**config.mk**
```make
export PLATFORM = sky130hd
export DESIGN_NAME = ascon_pin_ctrl
export DESIGN_NICKNAME = d
export VERILOG_FILES = /design/src/rtl/ascon_pin_ctrl.sv
export SDC_FILE = /design/constraint.sdc
export NUM_CORES = 1
export LEC_CHECK = 0
export BUFFER_PORTS_ARGS = -buffer_cell sky130_fd_sc_hd__buf_4
export CAP_MARGIN = 20
export CORE_ASPECT_RATIO = 0.9
export CORE_MARGIN = 2
export CORE_UTILIZATION = 45
export DETAILED_ROUTE_END_ITERATION = 10
export GPL_TIMING_DRIVEN = 0
export HOLD_SLACK_MARGIN = 0.12
export PLACE_DENSITY = 0.69
export SYNTH_ARGS = -nofsm -noshare
export SYNTH_HDL_FRONTEND = slang
export SYNTH_SLANG_ARGS = --single-unit
```
**constraint.sdc**
```tcl
create_clock -name clk -period 3.91 [get_ports clk]
set_input_delay 0.1955 -clock clk [delete_from_list [all_inputs] [get_ports clk]]
set_output_delay 0.1955 -clock clk [all_outputs]
set_load 0.005 [all_outputs]
```
**src/rtl/ascon_pin_ctrl.sv**
```systemverilog
// Pin-level sequencer: serially loads key, nonce and one data block from pads,
// launches one Ascon core operation, then shifts result block and tag out.
module ascon_pin_ctrl #(
  parameter int KEY_W   = 128,
  parameter int NONCE_W = 128,
  parameter int BLK_W   = 64,
  parameter int TAG_W   = 128
) (
  input  logic               clk,
  input  logic               rst_n,
  input  logic               pin_sdi,
  input  logic               pin_stb,
  input  logic [1:0]         pin_sel,
  input  logic               pin_go,
  input  logic               pin_dec,
  output logic               pin_sdo,
  output logic               pin_vld,
  output logic               pin_busy,
  output logic [10:0]        pin_oeb,
  output logic [KEY_W-1:0]   core_key,
  output logic [NONCE_W-1:0] core_nonce,
  output logic [BLK_W-1:0]   core_din,
  output logic               core_dec,
  output logic               core_start,
  input  logic               core_done,
  input  logic [BLK_W-1:0]   core_dout,
  input  logic [TAG_W-1:0]   core_tag
);

  localparam int         RES_W    = BLK_W + TAG_W;
  localparam int         PAD_W    = 6;
  localparam logic [7:0] LAST_BIT = 8'(RES_W - 1);

  localparam logic [1:0] SEL_KEY   = 2'b00;
  localparam logic [1:0] SEL_NONCE = 2'b01;
  localparam logic [1:0] SEL_DATA  = 2'b10;

  typedef enum logic [1:0] {
    ST_IDLE  = 2'd0,
    ST_START = 2'd1,
    ST_WAIT  = 2'd2,
    ST_SHIFT = 2'd3
  } state_e;

  // Pad synchronizer: bit order {dec, go, sel[1:0], stb, sdi}
  logic [PAD_W-1:0] pad_raw;
  logic [PAD_W-1:0] sync1_q;
  logic [PAD_W-1:0] sync2_q;
  logic             stb_dly_q;
  logic             go_dly_q;

  logic       sdi_sync;
  logic       stb_sync;
  logic [1:0] sel_sync;
  logic       go_sync;
  logic       dec_sync;
  logic       stb_edge;
  logic       go_edge;

  assign pad_raw = {pin_dec, pin_go, pin_sel, pin_stb, pin_sdi};

  always_ff @(posedge clk or negedge rst_n) begin
    if (!rst_n) begin
      sync1_q   <= '0;
      sync2_q   <= '0;
      stb_dly_q <= 1'b0;
      go_dly_q  <= 1'b0;
    end else begin
      sync1_q   <= pad_raw;
      sync2_q   <= sync1_q;
      stb_dly_q <= sync2_q[1];
      go_dly_q  <= sync2_q[4];
    end
  end

  assign sdi_sync = sync2_q[0];
  assign stb_sync = sync2_q[1];
  assign sel_sync = sync2_q[3:2];
  assign go_sync  = sync2_q[4];
  assign dec_sync = sync2_q[5];
  assign stb_edge = stb_sync & ~stb_dly_q;
  assign go_edge  = go_sync & ~go_dly_q;

  // Sequencer state and datapath registers
  state_e             state_q;
  logic [KEY_W-1:0]   key_q;
  logic [NONCE_W-1:0] nonce_q;
  logic [BLK_W-1:0]   din_q;
  logic               dec_q;
  logic               start_q;
  logic               busy_q;
  logic               vld_q;
  logic [RES_W-1:0]   out_sr_q;
  logic [7:0]         cnt_q;

  logic [KEY_W-1:0]   key_d;
  logic [NONCE_W-1:0] nonce_d;
  logic [BLK_W-1:0]   din_d;

  // Shift-in candidates; only committed on a strobe edge in IDLE
  always_comb begin
    key_d   = {key_q[KEY_W-2:0], sdi_sync};
    nonce_d = {nonce_q[NONCE_W-2:0], sdi_sync};
    din_d   = {din_q[BLK_W-2:0], sdi_sync};
  end

  always_ff @(posedge clk or negedge rst_n) begin
    if (!rst_n) begin
      state_q  <= ST_IDLE;
      key_q    <= '0;
      nonce_q  <= '0;
      din_q    <= '0;
      dec_q    <= 1'b0;
      start_q  <= 1'b0;
      busy_q   <= 1'b0;
      vld_q    <= 1'b0;
      out_sr_q <= '0;
      cnt_q    <= '0;
    end else begin
      start_q <= 1'b0;
      case (state_q)
        ST_IDLE: begin
          if (stb_edge) begin
            case (sel_sync)
              SEL_KEY:   key_q   <= key_d;
              SEL_NONCE: nonce_q <= nonce_d;
              SEL_DATA:  din_q   <= din_d;
              default:   ;
            endcase
          end
          // A simultaneous strobe still lands, so the core sees the shifted value
          if (go_edge) begin
            dec_q   <= dec_sync;
            start_q <= 1'b1;
            busy_q  <= 1'b1;
            state_q <= ST_START;
          end
        end
        ST_START: begin
          state_q <= ST_WAIT;
        end
        ST_WAIT: begin
          if (core_done) begin
            out_sr_q <= {core_dout, core_tag};
            cnt_q    <= '0;
            busy_q   <= 1'b0;
            vld_q    <= 1'b1;
            state_q  <= ST_SHIFT;
          end
        end
        ST_SHIFT: begin
          if (stb_edge) begin
            out_sr_q <= {out_sr_q[RES_W-2:0], 1'b0};
            cnt_q    <= cnt_q + 8'd1;
            if (cnt_q == LAST_BIT) begin
              vld_q   <= 1'b0;
              state_q <= ST_IDLE;
            end
          end
        end
        default: begin
          state_q <= ST_IDLE;
        end
      endcase
    end
  end

  assign pin_sdo    = out_sr_q[RES_W-1];
  assign pin_vld    = vld_q;
  assign pin_busy   = busy_q;
  assign pin_oeb    = 11'b000_1111_1111;
  assign core_key   = key_q;
  assign core_nonce = nonce_q;
  assign core_din   = din_q;
  assign core_dec   = dec_q;
  assign core_start = start_q;

endmodule

```
# == Word-level counts from Yosys, hierarchy flattened ==
# Cells that the tools add are included.
# classes
add_sub_neg,1
mux,20
bitwise,4
n_eq_ne,10
n_reduce_logical,12
# op_table
op,count
$mux 192,2
$pmux 192 s2,1
$mux 8,2
$pmux 8 s2,1
$reduce_and 3->1,5
$add 8x1->8 const B,1
$eq 8x8->1 const B,1
$mux 2,4
$ne 2x2->1 const B,4
$pmux 2 s4,1
$reduce_and 4->1,2
$mux 1,7
$eq 2x2->1 const B,3
$eq 2x1->1 const B,2
$logic_not 2->1,2
$pmux 1 s2,2
$reduce_bool 2->1,2
$and 1x1->1,2
$not 1->1,2
$reduce_and 2->1,1
# totals
output_inout_bits,336
input_bits,201
word_cells,61
reg_bits,540

# == Longest topological paths before layout ==
# Gate-level depths: netlist of the first run.
# depth
depth_word,4
ltp_mapped,9
depth_no_buf,6

# == Worst setup path before layout of the first run ==
# No wires, ideal clock.
# synth_timing
path_kind,register -> register
start,reg state_q[0]
end,reg out_sr_q[100]
period_less_slack_ns,1.947
slack_ns,1.963
path_stages_with_launch,8
required_ns,3.777
t_arrival_ns,1.814
n_path_buf,2
setup_time_ns,0.133
cell_sequence,dfrtp_1 inv_1 ha_1 mux2i_1 a21o_1 clkbuf_1 clkbuf_1 o21ai_0
# synth_between
elab_chain_len,3
word_cells_on_any_way,7
# synth_rtl
element,line_no,rtl
from (decl),85,state_e state_q;
from (signal assigned),109,state_q <= ST_IDLE;
from (signal assigned),136,state_q <= ST_START;
from (signal assigned),140,state_q <= ST_WAIT;
$eq 2x2->1,121,case (state_q)
$ne 2x2->1 (no source line) / $reduce_bool 2->1 (equally long branches),-,
$reduce_and 3->1 (no source line),-,
to (signal assigned),144,"out_sr_q <= {core_dout, core_tag};"
to (signal assigned),153,"out_sr_q <= {out_sr_q[RES_W-2:0], 1'b0};"
to (decl),93,logic [RES_W-1:0] out_sr_q;
# Several ways; a longest one is shown, not always the timed one.
# A chain may end at the register's enable or synchronous reset.

# == Worst setup path in the final report of the first run ==
# layout_timing
start,reg state_q[0]
end,"reg key_q[2], in the netlist core_key[2]"
# layout_between
elab_chain_len,2
# layout_rtl
element,line_no,rtl
$logic_not 2->1,121,
$reduce_and 3->1 (no source line),-,
to (signal assigned),125,SEL_KEY: key_q <= key_d;
to (decl),86,logic [KEY_W-1:0] key_q;
# No other way between the ends.

==> results of run 1 <==
-- worst paths after layout --
path	from	slack (ns)	to
worst min register to register	sync1_q[0]$_DFF_PN0_	0.35	sync2_q[0]$_DFF_PN0_
min in group clk	pin_sel[1]	0.28	sync1_q[3]$_DFF_PN0_
worst max-delay path	state_q[0]$_DFFE_PN0P_	1.10	core_key[2]$_DFFE_PN0P_
worst min-delay path	rst_n	0.14	out_sr_q[8]$_DFFE_PN0P_
max in group asynchronous	rst_n	2.36	core_key[126]$_DFFE_PN0P_
worst max register to register	state_q[0]$_DFFE_PN0P_	1.10	core_key[2]$_DFFE_PN0P_
-- worst max-delay path, cell delays in order, from the launching register on --
cell and delay [ns]:
dfrtp_1 0.38, inv_1 0.12, ha_1 0.21, nand3b_1 0.19, nor3_1 0.47, clkbuf_1 0.55
buf_2 0.38, mux2_2 0.37
-- flip-flops by register name (all words and copies together), names as in the netlist, 2 cells and up --
register and count:
core_key 128, sync2_q 6, out_sr_q 192, core_nonce 128
core_din 64, state_q 2, sync1_q 6, cnt_q 8
-- layout by cell type (no fill, tap or decap), drive strengths merged --
cell and n:
clkbuf 121, xnor2 1, or4 1, mux2i 193, nor2 8, bufinv 4
a22o 5, nand3b 2, diode 9, mux2 324, nand2b 5, nand4 1
a21o 2, dlygate4sd3 200, o21ai 194, or2 1, nor3 1, or3 1
conb 11, nand3 4, clkinvlp 2, nand2 201, o31ai 2, inv 4
clkinv 8, ha 5, buf 606, o211ai 1, a211oi 1, dfrtp 540
a21oi 3, nand4b 2, nor2b 2, nor3b 1
-- power groups by stage --
stage | combinational (W) | clock, W | sequential [W]
6_report | 0.00443 | 0.00536 | 0.00722
3_5_place_dp | 0.00424 | 0 | 0.00729
5_1_grt | 0.00500 | 0.00573 | 0.00733
2_1_floorplan | 0.00304 | 0 | 0.00714
4_1_cts | 0.00443 | 0.00549 | 0.00719
3_3_place_gp | 0.00407 | 0 | 0.00724
-- cell families after synthesis --
logic type	after synthesis	share of synthesized area (%)
buffers and inverters	114	2.501
XOR/XNOR	1	0.04035
multiplexers	517	25.70
AO/OA/AOI/OAI	208	4.951
AND/OR/NAND/NOR	230	4.236
other	2	0.03459
adder cells (fa/ha/maj)	5	0.2882
flip-flops	540	62.24
-- metrics by stage --
step	hold WS (ns)	std cells
final	0.1380	3090
after global routing	0.1754	3087
after CTS	0.1322	3081
after detailed placement	0.1858	2780
after global placement	0.3067	2775
after floorplan	-0.1001	1626
-- cells in the mapped netlist (all sizes together), types with 3 or more instances --
master  count  share of area (%)
dfrtp     540                 62
mux2      324                 17
a22o        5               0.20
nand2b      5               0.14
mux2i     193                8.9
clkbuf     35               0.61
nand3       4              0.092
ha          5               0.29
o21ai     194                4.5
a21oi       3              0.069
nor2        8               0.14
inv         3              0.052
buf        76                1.8
nand2     201                3.5
-- routing by layer --
metal / wire length, µm / vias up
li1: - / 7220
met1: 23380 / 7908
met2: 29590 / 462
met3: 5059 / 109
met4: 1411 / 6
met5: 34 / -
-- timing repair --
action,CTS,global route
endpoints found under the hold margin,370,0
resized for setup,0,0
setup endpoints to repair,0,0
hold buffers,200,0
-- area by class of cell --
class / instances / share of cell area [%]
Multi-Input combinational cell: 972 / 25.20
Buffer: 111 / 1.743
Timing Repair Buffer: 730 / 19.96
Tap cell: 624 / 2.560
Antenna cell: 9 / 0.07384
Sequential cell: 540 / 44.30
Inverter: 3 / 0.03692
Clock buffer: 86 / 5.456
Clock inverter: 15 / 0.6645
==> metrics.txt, run 1 <==
status=completed; PortBufs=525; cells on worst reg2reg path=7; Synth-to-Final Area Change=40.50%; area of the multi-input gates=7687 µm²; Initial Util=45.48%; vias in the first global route=16,725; Hold Path Class=in2async; final number of setup-violating endpoints=0; syn avg cell area=13.43 µm²; Clock Sinks=540; Antenna Nets Post-Route=0; Initial DRC Count=857; RSZ-0062 raised after global routing=false; Post-Place Setup Slack=0.9801 ns; Final nets=around 2,600; Sequential Power Share=42.4%; GRT met2 Usage=40.21%; gr busiest metal=met2; DPL Wire Length=41,670 µm; share of cells above drive strength 1=40.94%; Final WS setup=1.100 ns; Die ar.=50,020 µm²; pin slew with the least headroom to its limit=0.7684 ns; Net Switching=~0.0053 W; First-pass DRT Iterations=5; VDD IR max=0.0003680 V; postcts setup bufs=0; CTS HTree Levels=2; endpoint class of the critical path=register; crit path kind=reg2reg; filler cell count=3,598; via/cell ratio=about 5; Total Routing Usage GR=23.61%; Synth Register Bits=540; Setup TNS=0 ns; Required @ worst endpoint=4.38 ns; Std-Cell Rows=76; Post-Syn Instances=1,617; met3 Use GR=8.284%; core area=47,740 µm²; YS warnings=0; I/O Pins=roughly 540; EDFF count, synth=0; Congestion Overflow GR=0; largest net degree at the start of global routing=130; Inserted Clock Buffers=55; vias=15,705; Lkg Pwr=15.41 nW; gpl congestion=0.8131; Util after Layout=63.90%; Skew-Pair Late Insertion Delay=0.59 ns; Register Area=13,510 µm²; synth unique cells=32; Wirelength per Cell=19.25 µm; Critical Path AT=3.28 ns; Clk network pwr share=a little under a third; Worst-path clk slew=roughly 0.060 ns; total power=0.01701 W; first-pass GRT wire length=93,240 µm; Final Cycle Share=71.86%; Detailed Route WL=59,470 µm; Mapped Area=21,710 µm²; Max Fclk=around 360 MHz; worst-path fanout max=10; chip height=212.4 µm; count of pins over their slew limit=0; CP Launch Type=register; drc violations=0; Internal=~0.012 W; area of placed instances=26,610 µm²; met1 usage=28.36%; sequential fraction of the synthesis area=62.24%; Die W=235.5 µm; Fin. Hold Viols=0; Max Buffers Root-to-Sink=3; root buffer cell=clkbuf_16; Comb power frac=26.1%; clock period minus worst slack=2.810 ns; switch share=31.08%; P per Cell Area=557.7 nW/µm²; max_cap viols=0; final instance area=30,500 µm²; dominant synthesized flop cell=dfrtp_1; slew margin rel.=48.77%; Final Skew=0.01456 ns; CTS tree=yes; initial antenna violation count=10; Synth async-reset ratio=100.0%
Power figures use the tool's default switching activity.
==> run 2: changes to the inputs <==
Settings changed: PLACE_DENSITY 0.69 to 0.72.
Clock period 3.91 ns to 2.5 ns, I/O delays scaled along.
==> metrics.txt, run 2 (same netlist as run 1, synthesis figures left out) <==
status=completed; final number of setup-violating endpoints=0; Initial Util=45.48%; post-route insts no fill=3,098; postcts setup bufs=0; Congestion Overflow GR=0; hold path start=pin_sel[1]; count of pins over their slew limit=0; max FFs per register=192; I/O Pins=~540; Detailed Route WL=60,290 µm; Inserted Clock Buffers=55; max_cap viols=0; Skew-Pair Late Insertion Delay=0.60 ns; Register Area=13,510 µm²; Lkg Pwr=15.56 nW; First-pass DRT Iterations=5; Total Routing Usage GR=23.93%; drc violations=0; RSZ-0062 raised after global routing=true; area of the multi-input gates=around 7700 µm²; Synth-to-Final Area Change=41.87%; Fin Hold WS=approximately 0.20 ns; Final nets=2,624; Largest Register=out_sr_q; clock period minus worst slack=2.358 ns; Std-Cell Rows=76; pin slew with the least headroom to its limit=0.7771 ns; gpl congestion=0.8422; CTS tree=yes; Final Skew=0.02079 ns; Wirelength per Cell=19.46 µm; vias in the first global route=16,900; commonest non-fill, non-tap cell in the layout=dfrtp_1; root buffer cell=clkbuf_16; Critical Path AT=2.84 ns; PortBufs=roughly 530; filler cell count=3,478; endpoint class of the critical path=register; DPL Wire Length=40,800 µm; share of cells above drive strength 1=41.90%; Die ar.=~50,000 µm²; Final Cycle Share=94.32%; core area=approximately 48,000 µm²; DP Cell Count=about 2,800; commonest non-fill, non-tap cells in the layout=540 x dfrtp_1, 536 x buf_4, 324 x mux2_2, 202 x dlygate4sd3_1, 201 x nand2_1; Die W=around 240 µm; CP Launch Type=register; Worst-path clk slew=0.06 ns; CTS HTree Levels=2; largest net degree at the start of global routing=129; via/cell ratio=5.126; Clock Sinks=540; total power=0.02746 W; crit path kind=reg2reg; RR Startpoint=state_q[0]$_DFFE_PN0P_; P per Cell Area=just under 900 nW/µm²; Max Fclk=~420 MHz; worst-path fanout max=10; Crit. Startpoint=state_q[0]$_DFFE_PN0P_; Max Buffers Root-to-Sink=3; VDD IR max=0.0006566 V; Initial DRC Count=approximately 850; slew margin rel.=48.20%; initial antenna violation count=8; Required @ worst endpoint=2.98 ns; Antenna Nets Post-Route=0; first-pass GRT wire length=94,660 µm; Fin. Hold Viols=0; Hold Path Class=in2reg; vias=15,881; chip height=between 200 and 250 µm
-- run 2: cell types whose count changed in the layout (fill, tap and decap cells not counted), moves of 2 or more --
cell | before | now
bufinv_16 | 4 | 10
dlygate4sd3_1 | 200 | 202
clkinv_4 | 2 | 0
clkinv_2 | 5 | 12
diode_2 | 9 | 11
clkbuf_2 | 0 | 8
clkbuf_8 | 15 | 11
buf_2 | 53 | 46
clkbuf_4 | 0 | 8
clkbuf_1 | 50 | 33
-- run 2: power breakdown --
| group | internal (W) | switching, W |
|---|---|---|
| registers | 0.0104 | 0.000932 |
| logic | 0.00301 | 0.00415 |
| clock network | 0.00546 | 0.00350 |
-- run 2: routing by layer --
metal  vias to the layer above  share of wire [%]  track usage [%]
met2                       528                 49            39.84
li1                       7227                  -                -
met3                       140                8.2            7.777
met5                         -              0.020                0
met4                         2                3.6            9.422
met1                      7984                 39            29.05
-- run 2: area by class of cell --
cell class | instances | share of cell area, %
repair buffers | 735 | 20.07
clock inverters | 27 | 1.328
flip-flops and latches | 540 | 43.88
clock buffers | 75 | 5.139
well taps | 624 | 2.535
diodes | 11 | 0.08938
plain buffers | 111 | 1.840
inverters | 3 | 0.03656
multi-input cells | 972 | 25.09
-- run 2: final timing paths --
kind	end	slack, ns	depth (start not counted)
min reg2reg	sync2_q[1]$_DFF_PN0_	0.35	0
max in group asynchronous	core_nonce[114]$_DFFE_PN0P_	0.42	6
max reg2reg	core_nonce[88]$_DFFE_PN0P_	0.14	7
min in group asynchronous	out_sr_q[17]$_DFFE_PN0P_	0.63	4
max	core_nonce[88]$_DFFE_PN0P_	0.14	7
min	sync1_q[3]$_DFF_PN0_	0.20	2
-- run 2: what timing repair did --
action                     CTS  global route
pin swaps                    0             1
gates resized for setup      6            29
hold buffers               205             0
setup endpoints to repair  320           560
cloned                       0             1
hold endpoints to repair   370             0
-- run 2: critical path, stage by stage (launching register included) --
cell,delay [ns]
dfrtp_1,0.38
inv_1,0.12
ha_1,0.20
nand3b_1,0.25
nor3b_2,0.35
buf_4,0.27
buf_2,0.28
mux2_2,0.37
-- run 2: through the flow --
step | util [%] | setup TNS [ns] | setup WS, ns | instance area (µm²)
after global placement | 55.44 | -2311.39 | -4.269 | 26470
after floorplan | - | 0 | 0.5529 | 21740
final | 64.52 | 0 | 0.1419 | 30800
after detailed placement | 55.69 | -73.37 | -0.4010 | 26580
after CTS | 64.28 | 0 | 0.0003102 | 30690
after global routing | 64.50 | -0.1872 | -0.01914 | 30790
